==> src/rtl/spi_master_param.sv <==
// rtl/spi_master_param.sv - parametrised SPI master with per-transaction mode and bit order
module spi_master_param #(
    parameter int DATA_W   = 8,
    parameter int HALF_DIV = 50,
    parameter int N_SLAVES = 1,
    localparam int SEL_W   = (N_SLAVES > 1) ? $clog2(N_SLAVES) : 1
) (
    input  logic                clk_i,
    input  logic                reset_n_i,
    input  logic                start_i,
    input  logic [DATA_W-1:0]   data_i,
    input  logic [SEL_W-1:0]    cs_sel_i,
    input  logic                cpol_i,
    input  logic                cpha_i,
    input  logic                lsb_first_i,
    input  logic                miso_i,
    output logic                mosi_o,
    output logic                sclk_o,
    output logic [N_SLAVES-1:0] cs_n_o,
    output logic [DATA_W-1:0]   data_rx_o,
    output logic                busy_o,
    output logic                done_o
);

    localparam int CNT_W = $clog2(HALF_DIV);
    localparam int BIT_W = $clog2(DATA_W);
    localparam logic [CNT_W-1:0] RELOAD   = CNT_W'(HALF_DIV - 1);
    localparam logic [BIT_W-1:0] LAST_BIT = BIT_W'(DATA_W - 1);

    typedef enum logic [2:0] {
        S_IDLE,
        S_SETUP,
        S_PH_A,
        S_PH_B,
        S_HOLD,
        S_GAP
    } state_t;

    state_t state_q, state_d;

    logic [CNT_W-1:0]  cnt_q;
    logic [BIT_W-1:0]  bit_q;
    logic [DATA_W-1:0] tx_q;
    logic [DATA_W-1:0] rx_q;
    logic              cpol_q, cpha_q, lsb_q;
    logic              mosi_q, sclk_q, busy_q, done_q;
    logic [N_SLAVES-1:0] cs_n_q;
    logic [DATA_W-1:0] data_rx_q;

    logic tick, last_bit, sel_ok, accept;

    assign tick     = (cnt_q == '0);
    assign last_bit = (bit_q == LAST_BIT);
    assign sel_ok   = (32'(cs_sel_i) < N_SLAVES);

    always_comb begin
        state_d = state_q;
        accept  = 1'b0;
        case (state_q)
            S_IDLE: begin
                if (start_i && sel_ok) begin
                    accept  = 1'b1;
                    state_d = S_SETUP;
                end
            end
            S_SETUP: if (tick) state_d = S_PH_A;
            S_PH_A:  if (tick) state_d = S_PH_B;
            S_PH_B:  if (tick) state_d = last_bit ? S_HOLD : S_PH_A;
            S_HOLD:  if (tick) state_d = S_GAP;
            S_GAP:   if (tick) state_d = S_IDLE;
            default: state_d = S_IDLE;
        endcase
    end

    always_ff @(posedge clk_i or negedge reset_n_i) begin
        if (!reset_n_i) begin
            state_q   <= S_IDLE;
            cnt_q     <= '0;
            bit_q     <= '0;
            tx_q      <= '0;
            rx_q      <= '0;
            cpol_q    <= 1'b0;
            cpha_q    <= 1'b0;
            lsb_q     <= 1'b0;
            mosi_q    <= 1'b0;
            sclk_q    <= 1'b0;
            busy_q    <= 1'b0;
            done_q    <= 1'b0;
            cs_n_q    <= '1;
            data_rx_q <= '0;
        end else begin
            state_q <= state_d;
            done_q  <= 1'b0;

            if (accept) begin
                cnt_q <= RELOAD;
            end else if (state_q != S_IDLE) begin
                cnt_q <= tick ? RELOAD : cnt_q - CNT_W'(1);
            end

            case (state_q)
                S_IDLE: begin
                    if (accept) begin
                        tx_q   <= data_i;
                        cpol_q <= cpol_i;
                        cpha_q <= cpha_i;
                        lsb_q  <= lsb_first_i;
                        bit_q  <= '0;
                        busy_q <= 1'b1;
                        cs_n_q <= ~(N_SLAVES'(1) << cs_sel_i);
                        sclk_q <= cpol_i;
                        mosi_q <= lsb_first_i ? data_i[0] : data_i[DATA_W-1];
                    end
                end
                S_SETUP: begin
                    if (tick) sclk_q <= cpol_q ^ cpha_q;
                end
                S_PH_A: begin
                    if (tick) begin
                        sclk_q <= cpol_q ^ ~cpha_q;
                        rx_q   <= lsb_q ? {miso_i, rx_q[DATA_W-1:1]}
                                        : {rx_q[DATA_W-2:0], miso_i};
                    end
                end
                S_PH_B: begin
                    if (tick) begin
                        if (last_bit) begin
                            sclk_q <= cpol_q;
                        end else begin
                            sclk_q <= cpol_q ^ cpha_q;
                            mosi_q <= lsb_q ? tx_q[1] : tx_q[DATA_W-2];
                            tx_q   <= lsb_q ? (tx_q >> 1) : (tx_q << 1);
                            bit_q  <= bit_q + BIT_W'(1);
                        end
                    end
                end
                S_HOLD: begin
                    if (tick) begin
                        cs_n_q    <= '1;
                        data_rx_q <= rx_q;
                        done_q    <= 1'b1;
                        mosi_q    <= 1'b0;
                    end
                end
                S_GAP: begin
                    // busy stays high through GAP so a held start cannot shorten CS-high time
                    if (tick) busy_q <= 1'b0;
                end
                default: ;
            endcase
        end
    end

    assign mosi_o    = mosi_q;
    assign sclk_o    = sclk_q;
    assign cs_n_o    = cs_n_q;
    assign data_rx_o = data_rx_q;
    assign busy_o    = busy_q;
    assign done_o    = done_q;

endmodule
==> config.mk <==
export PLATFORM = sky130hd
export DESIGN_NAME = spi_master_param
export DESIGN_NICKNAME = d
export VERILOG_FILES = /design/src/rtl/spi_master_param.sv
export SDC_FILE = /design/constraint.sdc
export NUM_CORES = 1
export LEC_CHECK = 0
export CORE_ASPECT_RATIO = 0.5
export CORE_MARGIN = 2
export CORE_UTILIZATION = 42
export DETAILED_ROUTE_END_ITERATION = 6
export GPL_ROUTABILITY_DRIVEN = 1
export GPL_TIMING_DRIVEN = 0
export PLACE_DENSITY = 0.64
export SLEW_MARGIN = 20
export SYNTH_ARGS = -nofsm -noshare
export SYNTH_HDL_FRONTEND = slang
export SYNTH_SLANG_ARGS = --single-unit
==> constraint.sdc <==
create_clock -name clk_i -period 3.3 [get_ports clk_i]
set_input_delay 0.66 -clock clk_i [delete_from_list [all_inputs] [get_ports clk_i]]
set_output_delay 0.66 -clock clk_i [all_outputs]
set_load 0.1 [all_outputs]
Word-level counts from Yosys, hierarchy flattened
Cells that the tools add are included.
W data, S select, Z words.
{ "totals": {"n_memories": 0, "input_bits": 16, "ram_bits": 0, "regBits": 44, "mem_bits_ro": 0, "output_inout_bits": 13, "wordCells": 98, "latchBits": 0} }
{ "op_classes": {"mux": 43, "n_div": 0, "bitwise": 4, "n_shift": 1, "reduce_logical": 19, "n_eq_ne": 14, "magnitude_cmp": 1, "n_mul": 0, "addsub": 2} }
{ "ops": {"columns": ["cell", "count"], "rows": [
  ["$mux W8", 5],
  ["$mux W3", 10],
  ["$mux W1", 18],
  ["$mux W6", 3],
  ["$pmux W3 S6", 1],
  ["$ne A2 B2 Y1 const B", 8],
  ["$pmux W8 S2", 1],
  ["$reduce_and A5 Y1", 2],
  ["$eq A3 B3 Y1 const B", 3],
  ["$reduce_bool A2 Y1", 4],
  ["$eq A3 B2 Y1 const B", 2],
  ["$logic_not A6 Y1", 1],
  ["$pmux W3 S2", 1],
  ["$reduce_and A2 Y1", 3],
  ["$reduce_and A3 Y1", 2],
  ["$reduce_and A6 Y1", 1],
  ["$reduce_bool A3 Y1", 2],
  ["$sub A6 B1 Y6 const B", 1],
  ["$pmux W1 S2", 2],
  ["$pmux W1 S4", 1],
  ["$reduce_and A4 Y1", 1],
  ["$reduce_bool A4 Y1", 1],
  ["$add A3 B1 Y3 const B", 1],
  ["$eq A3 B1 Y1 const B", 1],
  ["7 further kinds", 9]
]} }

Longest topological paths before layout
{ "logic_depth": {"word_depth": 6, "mapped_depth": 9, "mapped_depth_nobuf": 7} }

Worst setup path after synthesis
No wires, ideal clock.
{ "synth_path": {"path_type": "reg2reg", "from": "register cnt_q[3]", "to": "register tx_q[0]", "path_stages_with_launch": 7, "path_buffers": 2, "path_slack_ns": 1.185, "period_less_slack_ns": 2.115, "arrival_time_ns": 1.990, "required_time_ns": 3.175, "setup_time_ns": 0.125, "path_cell_list": "dfrtp_1 > or3_1 > buf_6 > or4_1 > buf_2 > nand2_4 > mux2_2"} }
{ "synth_between": {"elab_chain_cells": 3} }
{ "synth_rtl": {"columns": ["item", "line_no", "source"], "rows": [
  ["from (decl)", "41", "logic [CNT_W-1:0] cnt_q;"],
  ["from (signal assigned)", "98", "cnt_q <= tick ? RELOAD : cnt_q - CNT_W'(1);"],
  ["$logic_not A6 Y1", "52", "assign tick = (cnt_q == '0);"],
  ["$ne A2 B2 Y1 (no source line)", null, null],
  ["$reduce_and A4 Y1 (no source line)", null, null],
  ["to (signal assigned)", "104", "tx_q <= data_i;"],
  ["to (signal assigned)", "132", "tx_q <= lsb_q ? (tx_q >> 1) : (tx_q << 1);"],
  ["to (decl)", "43", "logic [DATA_W-1:0] tx_q;"]
]} }
Every way passes these cells.
A chain may end at the register's enable or synchronous reset.

Worst setup path in the final report
{ "layout_path": {"from": "register cs_n_q, in the netlist cs_n_o", "to": "output port cs_n_o"} }
{ "layout_lines": {"columns": ["item", "line_no", "source"], "rows": [
  ["from (decl)", "47", "logic [N_SLAVES-1:0] cs_n_q;"],
  ["from (signal assigned)", "110", "cs_n_q <= ~(N_SLAVES'(1) << cs_sel_i);"],
  ["to (decl)", "19", "output logic [N_SLAVES-1:0] cs_n_o,"]
]} }
No word-level cell between the ends.

==> run metrics <==
met2 track utilization from global routing=a little over a fifth; maximum clock insertion buffer count=2; Detailed Place HPWL=about 3000 um; proportion of power drawn by flip-flops and latches=38.7%; Critical Setup Path Class=reg -> out; number of iterations in the first detailed-routing pass=4; ratio of final minimum period to clock period=78.8%; maximum number of pins on one net before global-route repair=24; maximum fanout encountered on the critical timing path=2; combinational fraction of design power=between 40% and 50%; achievable clock frequency=0.384 GHz; Core Area=5070 sq um; final hold vios=0; most used cells in the layout excluding fill and tap cells=sky130_fd_sc_hd__dfrtp_1, sky130_fd_sc_hd__clkdlybuf4s50_1, sky130_fd_sc_hd__mux2i_1; final period demand of the worst path=2.60 ns; die height=56.0 um; arrival time reported for the critical path endpoint=1.94 ns; count of unique library cells instantiated by Yosys=40; Synth Instances=216; vias post-DR=1,664; Slew Limit Fails=0; fill cell total of the finished layout=464; cell type group with the largest total delay on the critical path=buffers and inverters; placed inst area=between 2000 and 3000 sq um; unrepaired setup endpoints after global routing=false; result of the run=complete, no violations; class of the worst hold path=in -> async; die width=108 um; Iteration-0 DRC Markers=between 70 and 80; count of cells resized by post-cts repair=0; maximum level of the CTS H-tree=2; vias per cell=5.15; Buf/Inv on CP=1; count of antenna diodes in the layout=0; share of power burned in the clock network=19.1%; top cells by area in the synthesized netlist=sky130_fd_sc_hd__dfrtp_1, sky130_fd_sc_hd__mux2i_1, sky130_fd_sc_hd__mux2_4; Power per Cell Area=756 nW/um^2; number of buffers created by CTS=5; post-synthesis adder-cell area fraction=2.21%; net switching power of the design=0.806 mW; required time at the worst-slack endpoint=2.64 ns; mean post-synth cell area=about 11 sq um; last weighted congestion value of the routability-driven placer=0.812; global routing usage on met3=~3.9%; proportion of layout cells with a drive suffix above 1=12.3%; initial core utilization=44.8%; number of synthesized flops with an enable pin=0; largest clock skew in the final design=0.00310 ns; max-cap viol count=0; post-CTS setup-driven buffer insertion count=0; post-detailed-route wirelength per cell=12.7 um; dominant register cell in the synthesized netlist=sky130_fd_sc_hd__dfrtp_1; cell-internal power=1.28 mW; cells along the critical path=clkdlybuf4s50_1; xor and xnor area share after synthesis=0.386%; library cell occupying the most area in the post-synthesis netlist=sky130_fd_sc_hd__dfrtp_1; slew at the pin closest to its max-slew limit=approximately 0.97 ns; number of input and output port buffers inserted=28; number of nets in the layout=272; Top Usage Layer GRT=met2; switching share of power=38.6%; clock-pin slew on the worst setup and hold paths=0.08 ns; met1 track utilization from global routing=21.1%; Final Core Density=a little over half; main combinational cell family by area after synthesis=multiplexers; most common cell after layout, fill and taps aside=sky130_fd_sc_hd__dfrtp_1; root buffer cell=sky130_fd_sc_hd__clkbuf_8; post-synthesis instance area=2270 sq um; area fraction in compound gates after synthesis=12.7%; endpoints failing setup=0; total congestion overflow after global routing=0; drc violations=0; sequential fraction of the synthesis area=48.6%; worst-skew pair later-pin latency=0.28 ns; portion of synthesized cell area occupied by the leading cell type=47.4%; number of clock sinks=44; Largest stage delay, worst path=1.12 ns; hold_buf cts=0; via count of the first global-routing pass=1,510; Critical-path top delay cell=sky130_fd_sc_hd__clkdlybuf4s50_1; final WL=4090 um; Total Power Consumption=~2.1 mW; number of nets with antenna violations after routing=0; clock tree from TritonCTS=done; post-route cell area=between 2000 and 3000 sq um; warnings from Yosys=0; Multi-input gate area=1060 sq um; global-route wire length before repair=7030 um; total global-route track usage=between 10% and 20%; flop and latch count out of synthesis=44; simple-gate area share of the yosys netlist=12.8%; Setup TNS=0 ns; initial antenna violation count=0; worst IR drop on VDD=0.379 mV; mux contribution to synthesized area=18.5%; area of the die=6040 sq um; relative area change from synthesis to final layout=21.9%; Post-Syn Nets=236; number of rows created at floorplan=18; kind of end point of the critical path=output pin; Worst setup SP type=register; proportion of synthesized flip-flops having asynchronous set or reset=100%; FF/Latch Area=between 1000 and 1500 sq um; Worst slew margin=35.4%; Lkg Pwr=1.22 nW; count of pins on the block boundary=29
[stage by stage]
stage | setup slack (ns) | hold WS, ns | cells
3_3_place_gp | 0.355 | 0.458 | 314
4_1_cts | 0.680 | 0.362 | 323
5_1_grt | 0.651 | 0.388 | 323
6_report | 0.699 | 0.351 | 323
3_5_place_dp | 0.922 | 0.462 | 315
2_1_floorplan | 1.19 | 0.364 | 216
[metal layers]
metal  vias up  routed length, um
met5         -                  0
met4         0                 28
met3         2                139
met2        24               1800
met1       809               2120
li1        829                  -
[final timing paths]
path	slack [ns]	cells past startpoint	startpoint	end
setup / recovery	0.70	1	cs_n_o$_DFFE_PN1P_	cs_n_o
hold / removal	0.35	1	reset_n_i	cpol_q$_DFFE_PN0P_
setup reg to reg	1.06	6	cnt_q[3]$_DFFE_PN0P_	tx_q[7]$_DFFE_PN0P_
hold reg to reg	0.47	1	cnt_q[5]$_DFFE_PN0P_	cnt_q[5]$_DFFE_PN0P_
max in group asynchronous	2.38	2	reset_n_i	cs_n_o$_DFFE_PN1P_
min in group clk_i	0.47	1	cnt_q[5]$_DFFE_PN0P_	cnt_q[5]$_DFFE_PN0P_
[flip-flops by register name, summed over array words and instances, names as in the netlist]
register,cells
state_q,3
rx_q,8
cnt_q,6
bit_q,3
cpha_q,1
cs_n_o,1
done_o,1
mosi_o,1
cpol_q,1
lsb_q,1
data_rx_o,8
tx_q,8
busy_o,1
sclk_o,1
[power groups by stage]
stage	Sequential (mW)	Clock [mW]	Combinational, mW
floorplan	0.923	0	0.579
global placement	0.814	0	0.867
detailed placement	0.819	0	0.887
CTS	0.808	0.415	0.891
global route	0.832	0.439	0.986
finish	0.809	0.399	0.883
[logic make-up after synthesis]
group | after synthesis
buffers and inverters | 25
muxes | 37
xor gates and xnor gates | 1
and+or+nand+nor | 56
DFF | 44
AOI/OAI and AO/OA | 49
adders and majority gates | 4
[area by class of cell]
class,instances,area share (%)
tap,70,3.16
clock buffer,6,2.62
multi-input combinational,147,38.2
timing repair buffer,29,10.9
sequential,44,39.8
buffer,12,2.26
inverter,13,1.76
clock inverter,2,1.27
[synthesized netlist by cell type (all sizes together), types with 2 or more instances]
cell	n
o31ai	2
nor2b	3
nand3b	2
a31oi	2
buf	5
nand2	14
nand2b	6
a21o	2
mux2i	22
ha	4
nor3	4
nor3b	2
clkbuf	7
or4	2
inv	13
or3	3
or2	2
o22ai	2
dfrtp	43
a21oi	11
mux2	15
nand3	4
a211oi	3
o2bb2ai	2
nor2	12
o21ai	21
(Power assumes the default switching activity.)
